===== src/rtl/bp_static_bht_if.sv =====
// Predictor port bundle: fetch-side prediction
// request/response plus the execute-side resolve port.
interface bp_static_bht_if #(
  parameter int unsigned ADDR_W = 64
);
  logic [ADDR_W-1:0] pc;
  logic [31:0]       instruction;
  logic              update_valid;
  logic [ADDR_W-1:0] update_pc;
  logic              update_taken;
  logic [ADDR_W-1:0] next_pc;
  logic              overwrite_pc;

  modport master (
    output pc,
    output instruction,
    output update_valid,
    output update_pc,
    output update_taken,
    input  next_pc,
    input  overwrite_pc
  );

  modport slave (
    input  pc,
    input  instruction,
    input  update_valid,
    input  update_pc,
    input  update_taken,
    output next_pc,
    output overwrite_pc
  );
endinterface


===== src/rtl/bp_static_bht.sv =====
// Static JAL decode plus a direct-mapped 2-bit BHT
// for conditional branches; combinational predict.
module bp_static_bht #(
  parameter int unsigned BHT_ENTRIES = 64,
  parameter int unsigned ADDR_W      = 64
) (
  input logic          clk,
  input logic          reset,
  bp_static_bht_if.slave bp
);
  localparam int unsigned IDX_W = $clog2(BHT_ENTRIES);
  localparam logic [6:0] OP_JAL = 7'b1101111;
  localparam logic [6:0] OP_BR  = 7'b1100011;

  logic [1:0] ctr_q [BHT_ENTRIES];
  logic [1:0] ctr_d [BHT_ENTRIES];

  logic [IDX_W-1:0]  rd_idx;
  logic [IDX_W-1:0]  wr_idx;
  logic [1:0]        rd_ctr;
  logic [6:0]        opcode;
  logic              is_jal;
  logic              is_br;
  logic              br_taken;
  logic [20:0]       j_imm;
  logic [12:0]       b_imm;
  logic [ADDR_W-1:0] j_off;
  logic [ADDR_W-1:0] b_off;
  logic [ADDR_W-1:0] pc_seq;
  logic              unused_upc;

  assign rd_idx = bp.pc[IDX_W+1:2];
  assign wr_idx = bp.update_pc[IDX_W+1:2];
  assign rd_ctr = ctr_q[rd_idx];

  assign unused_upc = ^{bp.update_pc[ADDR_W-1:IDX_W+2],
                        bp.update_pc[1:0]};

  assign opcode   = bp.instruction[6:0];
  assign is_jal   = (opcode == OP_JAL);
  assign is_br    = (opcode == OP_BR);
  assign br_taken = rd_ctr[1];

  assign j_imm = {bp.instruction[31],
                  bp.instruction[19:12],
                  bp.instruction[20],
                  bp.instruction[30:21],
                  1'b0};
  assign b_imm = {bp.instruction[31],
                  bp.instruction[7],
                  bp.instruction[30:25],
                  bp.instruction[11:8],
                  1'b0};

  assign j_off  = {{(ADDR_W-21){j_imm[20]}}, j_imm};
  assign b_off  = {{(ADDR_W-13){b_imm[12]}}, b_imm};
  assign pc_seq = bp.pc + ADDR_W'(4);

  // Saturating counter training from the resolve port
  always_comb begin
    ctr_d = ctr_q;
    if (bp.update_valid) begin
      if (bp.update_taken) begin
        if (ctr_q[wr_idx] != 2'b11)
          ctr_d[wr_idx] = ctr_q[wr_idx] + 2'b01;
      end else begin
        if (ctr_q[wr_idx] != 2'b00)
          ctr_d[wr_idx] = ctr_q[wr_idx] - 2'b01;
      end
    end
  end

  always_ff @(posedge clk) begin
    if (reset) begin
      for (int i = 0; i < int'(BHT_ENTRIES); i++)
        ctr_q[i] <= 2'b01;
    end else begin
      ctr_q <= ctr_d;
    end
  end

  // Reads see ctr_q, so same-cycle updates are not visible yet
  always_comb begin
    bp.next_pc      = pc_seq;
    bp.overwrite_pc = 1'b0;
    if (!reset) begin
      unique case (1'b1)
        is_jal: begin
          bp.next_pc      = bp.pc + j_off;
          bp.overwrite_pc = 1'b1;
        end
        is_br && br_taken: begin
          bp.next_pc      = bp.pc + b_off;
          bp.overwrite_pc = 1'b1;
        end
        default: ;
      endcase
    end
  end
endmodule


===== src/flat_wrapper.sv =====
// flat-port wrapper written by rule: the top's interface ports become plain ports
module bp_static_bht_flat 
#(
  parameter int unsigned BHT_ENTRIES = 64,
  parameter int unsigned ADDR_W      = 64
)
  (clk, reset, bp_pc, bp_instruction, bp_update_valid, bp_update_pc, bp_update_taken, bp_next_pc, bp_overwrite_pc);
  bp_static_bht_if #(.ADDR_W(ADDR_W)) bp_i ();
  input logic clk;
  input logic reset;
  input wire logic [$bits(bp_i.pc)-1:0] bp_pc;
  input wire logic [$bits(bp_i.instruction)-1:0] bp_instruction;
  input wire logic [$bits(bp_i.update_valid)-1:0] bp_update_valid;
  input wire logic [$bits(bp_i.update_pc)-1:0] bp_update_pc;
  input wire logic [$bits(bp_i.update_taken)-1:0] bp_update_taken;
  output wire logic [$bits(bp_i.next_pc)-1:0] bp_next_pc;
  output wire logic [$bits(bp_i.overwrite_pc)-1:0] bp_overwrite_pc;
  assign bp_i.pc = bp_pc;
  assign bp_i.instruction = bp_instruction;
  assign bp_i.update_valid = bp_update_valid;
  assign bp_i.update_pc = bp_update_pc;
  assign bp_i.update_taken = bp_update_taken;
  assign bp_next_pc = bp_i.next_pc;
  assign bp_overwrite_pc = bp_i.overwrite_pc;
  bp_static_bht #(.BHT_ENTRIES(BHT_ENTRIES), .ADDR_W(ADDR_W)) u_core (.clk(clk), .reset(reset), .bp(bp_i));
endmodule

===== config.mk =====
export PLATFORM = sky130hd
export DESIGN_NAME = bp_static_bht_flat
export DESIGN_NICKNAME = d
export VERILOG_FILES = /design/src/rtl/bp_static_bht_if.sv /design/src/rtl/bp_static_bht.sv /design/src/flat_wrapper.sv
export SDC_FILE = /design/constraint.sdc
export NUM_CORES = 1
export LEC_CHECK = 0
export CORE_ASPECT_RATIO = 0.7
export CORE_MARGIN = 4
export CORE_UTILIZATION = 25
export DETAILED_ROUTE_END_ITERATION = 8
export PLACE_DENSITY = 0.54
export REMOVE_ABC_BUFFERS = 1
export SLEW_MARGIN = 20
export SYNTH_ARGS = -nofsm -noshare
export SYNTH_HDL_FRONTEND = slang
export SYNTH_SLANG_ARGS = --single-unit

===== constraint.sdc =====
create_clock -name clk -period 6.6 [get_ports clk]
set_input_delay 0.66 -clock clk [delete_from_list [all_inputs] [get_ports clk]]
set_output_delay 0.66 -clock clk [all_outputs]
set_load 0.02 [all_outputs]

* Yosys cells after proc, flatten, opt, wreduce, memory -nomap -nowiden
Index checks and enable logic that the tools add are counted.
** Storage, ports and cells
- Input port bits :: 164
- Flip-flop bits (word level) :: 128
- Output and inout bits :: 65
- Memories :: 0
- Memory bits (writable) :: 0
- Bits in latches :: 0
- Logic and storage cells :: 101
- Memory bits (read-only) :: 0
** Cells by class
- Mux-type cells :: 17
- Divide/modulo/power cells :: 0
- Bitwise logic cells :: 2
- $mul :: 0
- Magnitude comparators :: 3
- Equal/unequal tests :: 4
- Shift operators :: 0
- Add/sub/neg operators :: 5
- Reduce and logical (&&, ||, !) cells :: 6
** Operators with widths (number)
- $mux W128 :: 3
- $bwmux W128 :: 2
- $add A64 B64 Y64 :: 2
- $pmux W64 S2 :: 1
- $add A64 B3 Y64 const B :: 1
- $mux W64 :: 1
- $bmux W2 S6 :: 2
- $eq A7 B7 Y1 const B :: 2
- $ge A7 B7 Y1 const B :: 2
- $not A6 Y7 :: 2
- $demux W2 S6 :: 1
- $mux W2 :: 5
- $lt A7 B1 Y1 const B :: 1
- $reduce_bool A2 Y1 :: 2
- $reduce_and A3 Y1 :: 1
- $add A2 B1 Y2 const B :: 1
- $logic_and A1 B1 Y1 :: 2
- $mux W1 :: 2
- $ne A2 B1 Y1 const B :: 1
- $ne A2 B2 Y1 const B :: 1
- $reduce_or A2 Y1 :: 1
- $sub A2 B1 Y2 const B :: 1

* Logic depth before layout (Yosys ltp)
- Word-level depth :: 8
- Mapped depth :: 22
- Depth with buffers taken out :: 18

* Least setup slack after synthesis
OpenSTA, ideal clock, no wires.
- Path type :: input port to output port
- Start :: in bp_pc[2]
- End :: out bp_next_pc[35]
- Stages on the path :: 21
- Required time :: 5940 ps
- Path buffers :: 3
- Arrival :: 6213 ps
- Path slack :: -273 ps
- Cell sequence :: buf_4 > buf_4 > mux4_2 > mux2i_1 > a221oi_1 > a22oi_2 > nor4_1 > clkbuf_1 > mux2_2 > ha_1 > fa_1 > a21oi_1 > nor2_1 > or4_1 > a221oi_1 > o41a_1 > nor4_1 > or3_1 > a221oi_1 > xor2_1 > o21ai_0
** Between the ends
- Cells in the longest elaborated chain, start to end :: 7
- Elaborated cells between the ends (all ways) :: 10
- Classes of those cells :: 3 x add/sub; 5 x mux; 1 x bitwise; 1 x reduce/logical
** Ends and longest elaborated chain
- start, declared :: RTL line flat_wrapper.sv:11 : input wire logic [$bits(bp_i.pc)-1:0] bp_pc;
- parallel branches: the longest is 6 deep, another holds $add A64 B3 Y64
- $mux W64 * :: RTL line bp_static_bht.sv:86 : if (!reset) begin
- end, declared :: RTL line flat_wrapper.sv:16 : output wire logic [$bits(bp_i.next_pc)-1:0] bp_next_pc;
Mark *: on every way between the ends. The select of a mux whose other input is x is not followed.

* Final worst setup path
- Start :: in bp_pc[6]
- End :: out bp_next_pc[35]
Same word-level chain as after synthesis.

==> summary.txt <==
Synth
  – Seq/Total Area, Yosys: 21.70%
  – Synth Flop Type: dfxtp_1
  – EDFF count, synth: 0
  – Mean Syn Cell Area: 7.329 um^2
  – Async S/R FF share, synth: 0%
  – Flops & latches, synth: 128
  – Number of distinct library cells after synthesis: 67
  – Mapped Cells: 1611
  – Ys Warns: 0
  – Post-Syn Area: between 10000 and 15000 um^2

Die
  – Die X-Extent: about 270 um
  – Core Rows: 66
  – Die span in y: 189.8 um
  – Initial Utilization: between 20% and 30%
  – IO Count: about 230
  – Die area: 50820 um^2
  – Core Region: 46570 um^2

Worst setup path
  – Worst path cell trace: clkdlybuf4s50_1, nor2b_1, a221oi_1, a22oi_2, nor4_4, mux2_2, ha_2, fa_2, a21oi_2, nor2_1, or4_1, a221oi_2, buf_4, o41a_1, nor4_1, or3_1, a221oi_2, xor2_1, o21ai_1, buf_4
  – Reg2Reg Setup Slack: 2600 ps
  – Crit-path max cell delay: 610 ps
  – Largest fanout on the critical path: 6
  – Slowest stage cell, crit path: clkdlybuf4s50_1
  – Crit path from: bp_pc[6]
  – Startpoint Class: primary input
  – Worst path required time: roughly 5900 ps
  – Crit path DAT: 5760 ps
  – CP top delay family: compound AO/OA/AOI/OAI gates
  – Worst path buffer plus inverter count: 3
  – Crit path kind: primary input to output pin
  – R2R depth: 14
  – Setup crit end kind: output pin

Power and ir drop
  – Power Dens Cells: 163.5 nW/um^2
  – Switching Power: approximately 0.84 mW
  – Reg power frac: 30.6%
  – Leak pwr: between 6 and 7 nW
  – Sw Ratio: 33.10%
  – Gate power share: 34.1%
  – Internal: 1.706 mW
  – Maximum vdd drop: 162.7 uV
  – Power share of the clock group: 35.2%
  – Total power: 2.550 mW

Drt
  – Wirelength, routed: around 44000 um
  – Routed Antenna Nets: 0
  – Drt pass-1 iters: 7
  – DRC: 0
  – WL/cell: between 15 and 20 um
  – 1st-iter DRT viols: 1259
  – Total number of vias: ~13000
  – Vias per cell: 5.319

Global route
  – Vias in the first global route: 12150
  – Aggregate global routing overflow: 0
  – Largest net degree at the start of global routing: 97
  – Initial antenna violation count: 1
  – Total track usage: 16.75%
  – Global-route wire length before repair: 68900 um

Finish
  – Share of cells above drive strength 1: about 14%
  – Ant diodes: 0
  – Layout Cells excl Fill: ~2400
  – Post-layout util: 33.48%
  – Area grow syn2layout: 32.08%
  – Final layout net count: 2048

Flow run
  – Max-cap check violation count: 0

Clock network
  – CTS tree: done
  – Clk pin slew, worst setup/hold paths: 50 ps
  – Clock buffer count from CTS: 17
  – Cts hold-fix bufs: 0
  – Clock Tree Root: clkbuf_16
  – Clock Sinks: 128
  – H-Tree Depth: 4
  – Worst skew pair latency: 430 ps
  – Clock buffer depth: 2

STA
  – Max Clk Rate: 0.1557 GHz
  – Final hold vios: 0
  – Final setup viols: 0
  – Setup TNS: 0 ps
  – Skew final: 10.96 ps
  – Slew at the pin closest to its max-slew limit: 1034 ps
  – Rel. slew slack: roughly 31%
  – Post-layout min period: between 6000 and 7000 ps
  – Pins Over Slew Limit: 0
  – Final period utilization: 97.34%

Place
  – Gpl congestion: 0.8848
  – DP Wirelength: roughly 35000 um
  – I/O Buffers: around 170
  – Inst Count DP: 2406

Worst hold path
  – Hold depth: 1
  – Hold WC Path Type: flop to flop

Run status
  – Outcome: finished clean
==> power groups by stage <==
stage | sequential, mW | combinational, mW | clock, mW
finish | 0.781 | 0.871 | 0.898
global route | 0.781 | 0.946 | 0.948
CTS | 0.780 | 0.851 | 0.909
detailed placement | 0.797 | 0.845 | 0
global placement | 0.797 | 0.841 | 0
floorplan | 0.796 | 0.448 | 0
==> logic make-up (layout without fill, tap and decap cells) <==
family	after synthesis	after routing	synth area share [%]
multiplexers	67	67	7.948
AND/OR/NAND/NOR	630	630	24.07
XOR/XNOR	112	112	8.309
adder cells (fa/ha/maj)	66	66	7.058
AO/OA/AOI/OAI	466	466	26.13
buffers and inverters	142	358	4.779
flip-flops	128	128	21.70
==> synth_stat cells, types with 12 or more instances <==
library cell	count	area (um^2)
nor2_1	166	623.1
mux2i_1	33	330.3
nand2_1	235	882.1
mux2_2	14	157.7
xor2_1	42	367.9
nand4_1	37	231.5
nor3_1	16	80.08
a211o_1	68	595.6
o21ai_0	86	430.4
buf_1	15	56.30
a22oi_1	41	307.8
a21o_1	34	255.2
ha_1	65	813.3
and3_1	20	125.1
buf_2	13	65.06
xnor2_1	70	613.1
clkbuf_1	78	292.8
nand3_1	89	445.4
mux4_2	20	450.4
inv_1	31	116.4
a21oi_1	142	710.7
dfxtp_1	128	2562
nor2b_1	14	87.58
o21bai_1	12	90.09
==> through the flow <==
| step | area [um^2] | hold WS (ps) | worst slack [ps] |
|---|---|---|---|
| finish | 15590 | 460.7 | 175.6 |
| global route | 15590 | 481.8 | -11.29 |
| CTS | 15460 | 463.7 | 0.4396 |
| detailed placement | 14860 | 449.8 | -921.7 |
| global placement | 14850 | 439.0 | -853.9 |
| floorplan | 11360 | 429.6 | -1904 |
==> per-layer routing <==
layer | GRT usage [%] | vias up | wire length [um]
li1 | - | 6286 | -
met1 | 26.70 | 6159 | 23120
met2 | 23.45 | 498 | 17360
met3 | 3.219 | 27 | 3573
met4 | 2.282 | 2 | 273
met5 | 0 | - | 11
==> area by class of cell <==
type,instances,area (um^2)
Sequential cell,128,2565
Clock buffer,23,498.0
Tap cell,612,765.7
Timing Repair Buffer,298,2698
Fill cell,4929,30980
Multi-Input combinational cell,1341,8891
Clock inverter,5,56.30
Inverter,32,120.1
==> what timing repair did <==
action | CTS | global route
setup buffers | 1 | 3
gates resized for setup | 71 | 50
pin swaps | 2 | 12
setup endpoints to repair | 44 | 40
gates cloned | 0 | 1
==> cell usage in the layout, fill, tap and decap left out, types with 8 or more instances in the layout <==
cell type        instances
clkdlybuf4s50_1        133
dfxtp_1                126
or3_1                    8
and3_1                  20
a21oi_1                140
nand2b_1                 9
ha_1                    63
buf_4                  127
nand2_1                234
mux2i_1                 32
dlygate4sd2_1           11
a31oi_1                  8
mux2_2                  13
nand3_1                 89
inv_1                   31
a211o_1                 67
clkbuf_16               18
xor2_1                  42
o21bai_1                12
xnor2_1                 68
a221oi_1                 8
a22oi_1                 41
a21o_1                  34
nor2b_1                 13
nand4_1                 37
nor2_1                 166
o21ai_0                 76
nor3_1                  14
and2_1                  10
mux4_2                  20
==> worst register-to-register path, stage by stage, from the launching register on <==
cell      delay, ps
dfxtp_1         320
mux2_2          270
a221oi_1        230
a21oi_1          70
a221oi_1        300
nor2_1           90
a21oi_1         210
o221ai_4        240
ha_1            290
mux2i_1         190
nand3b_1        140
buf_4           180
nor2_1          790
nand2_1         240
a211o_1         340
==> worst max path at each step <==
stage | depth (start not counted) | endpoint | slack, ps
global placement | 22 | bp_next_pc[35] | -850
global route | 20 | bp_next_pc[35] | -10
detailed placement | 22 | bp_next_pc[35] | -920
floorplan | 11 | u_core.ctr_q[101] | -1900
CTS | 25 | bp_next_pc[58] | 0.4
finish | 20 | bp_next_pc[35] | 180
No activity file was read; power rests on OpenSTA's default activity.
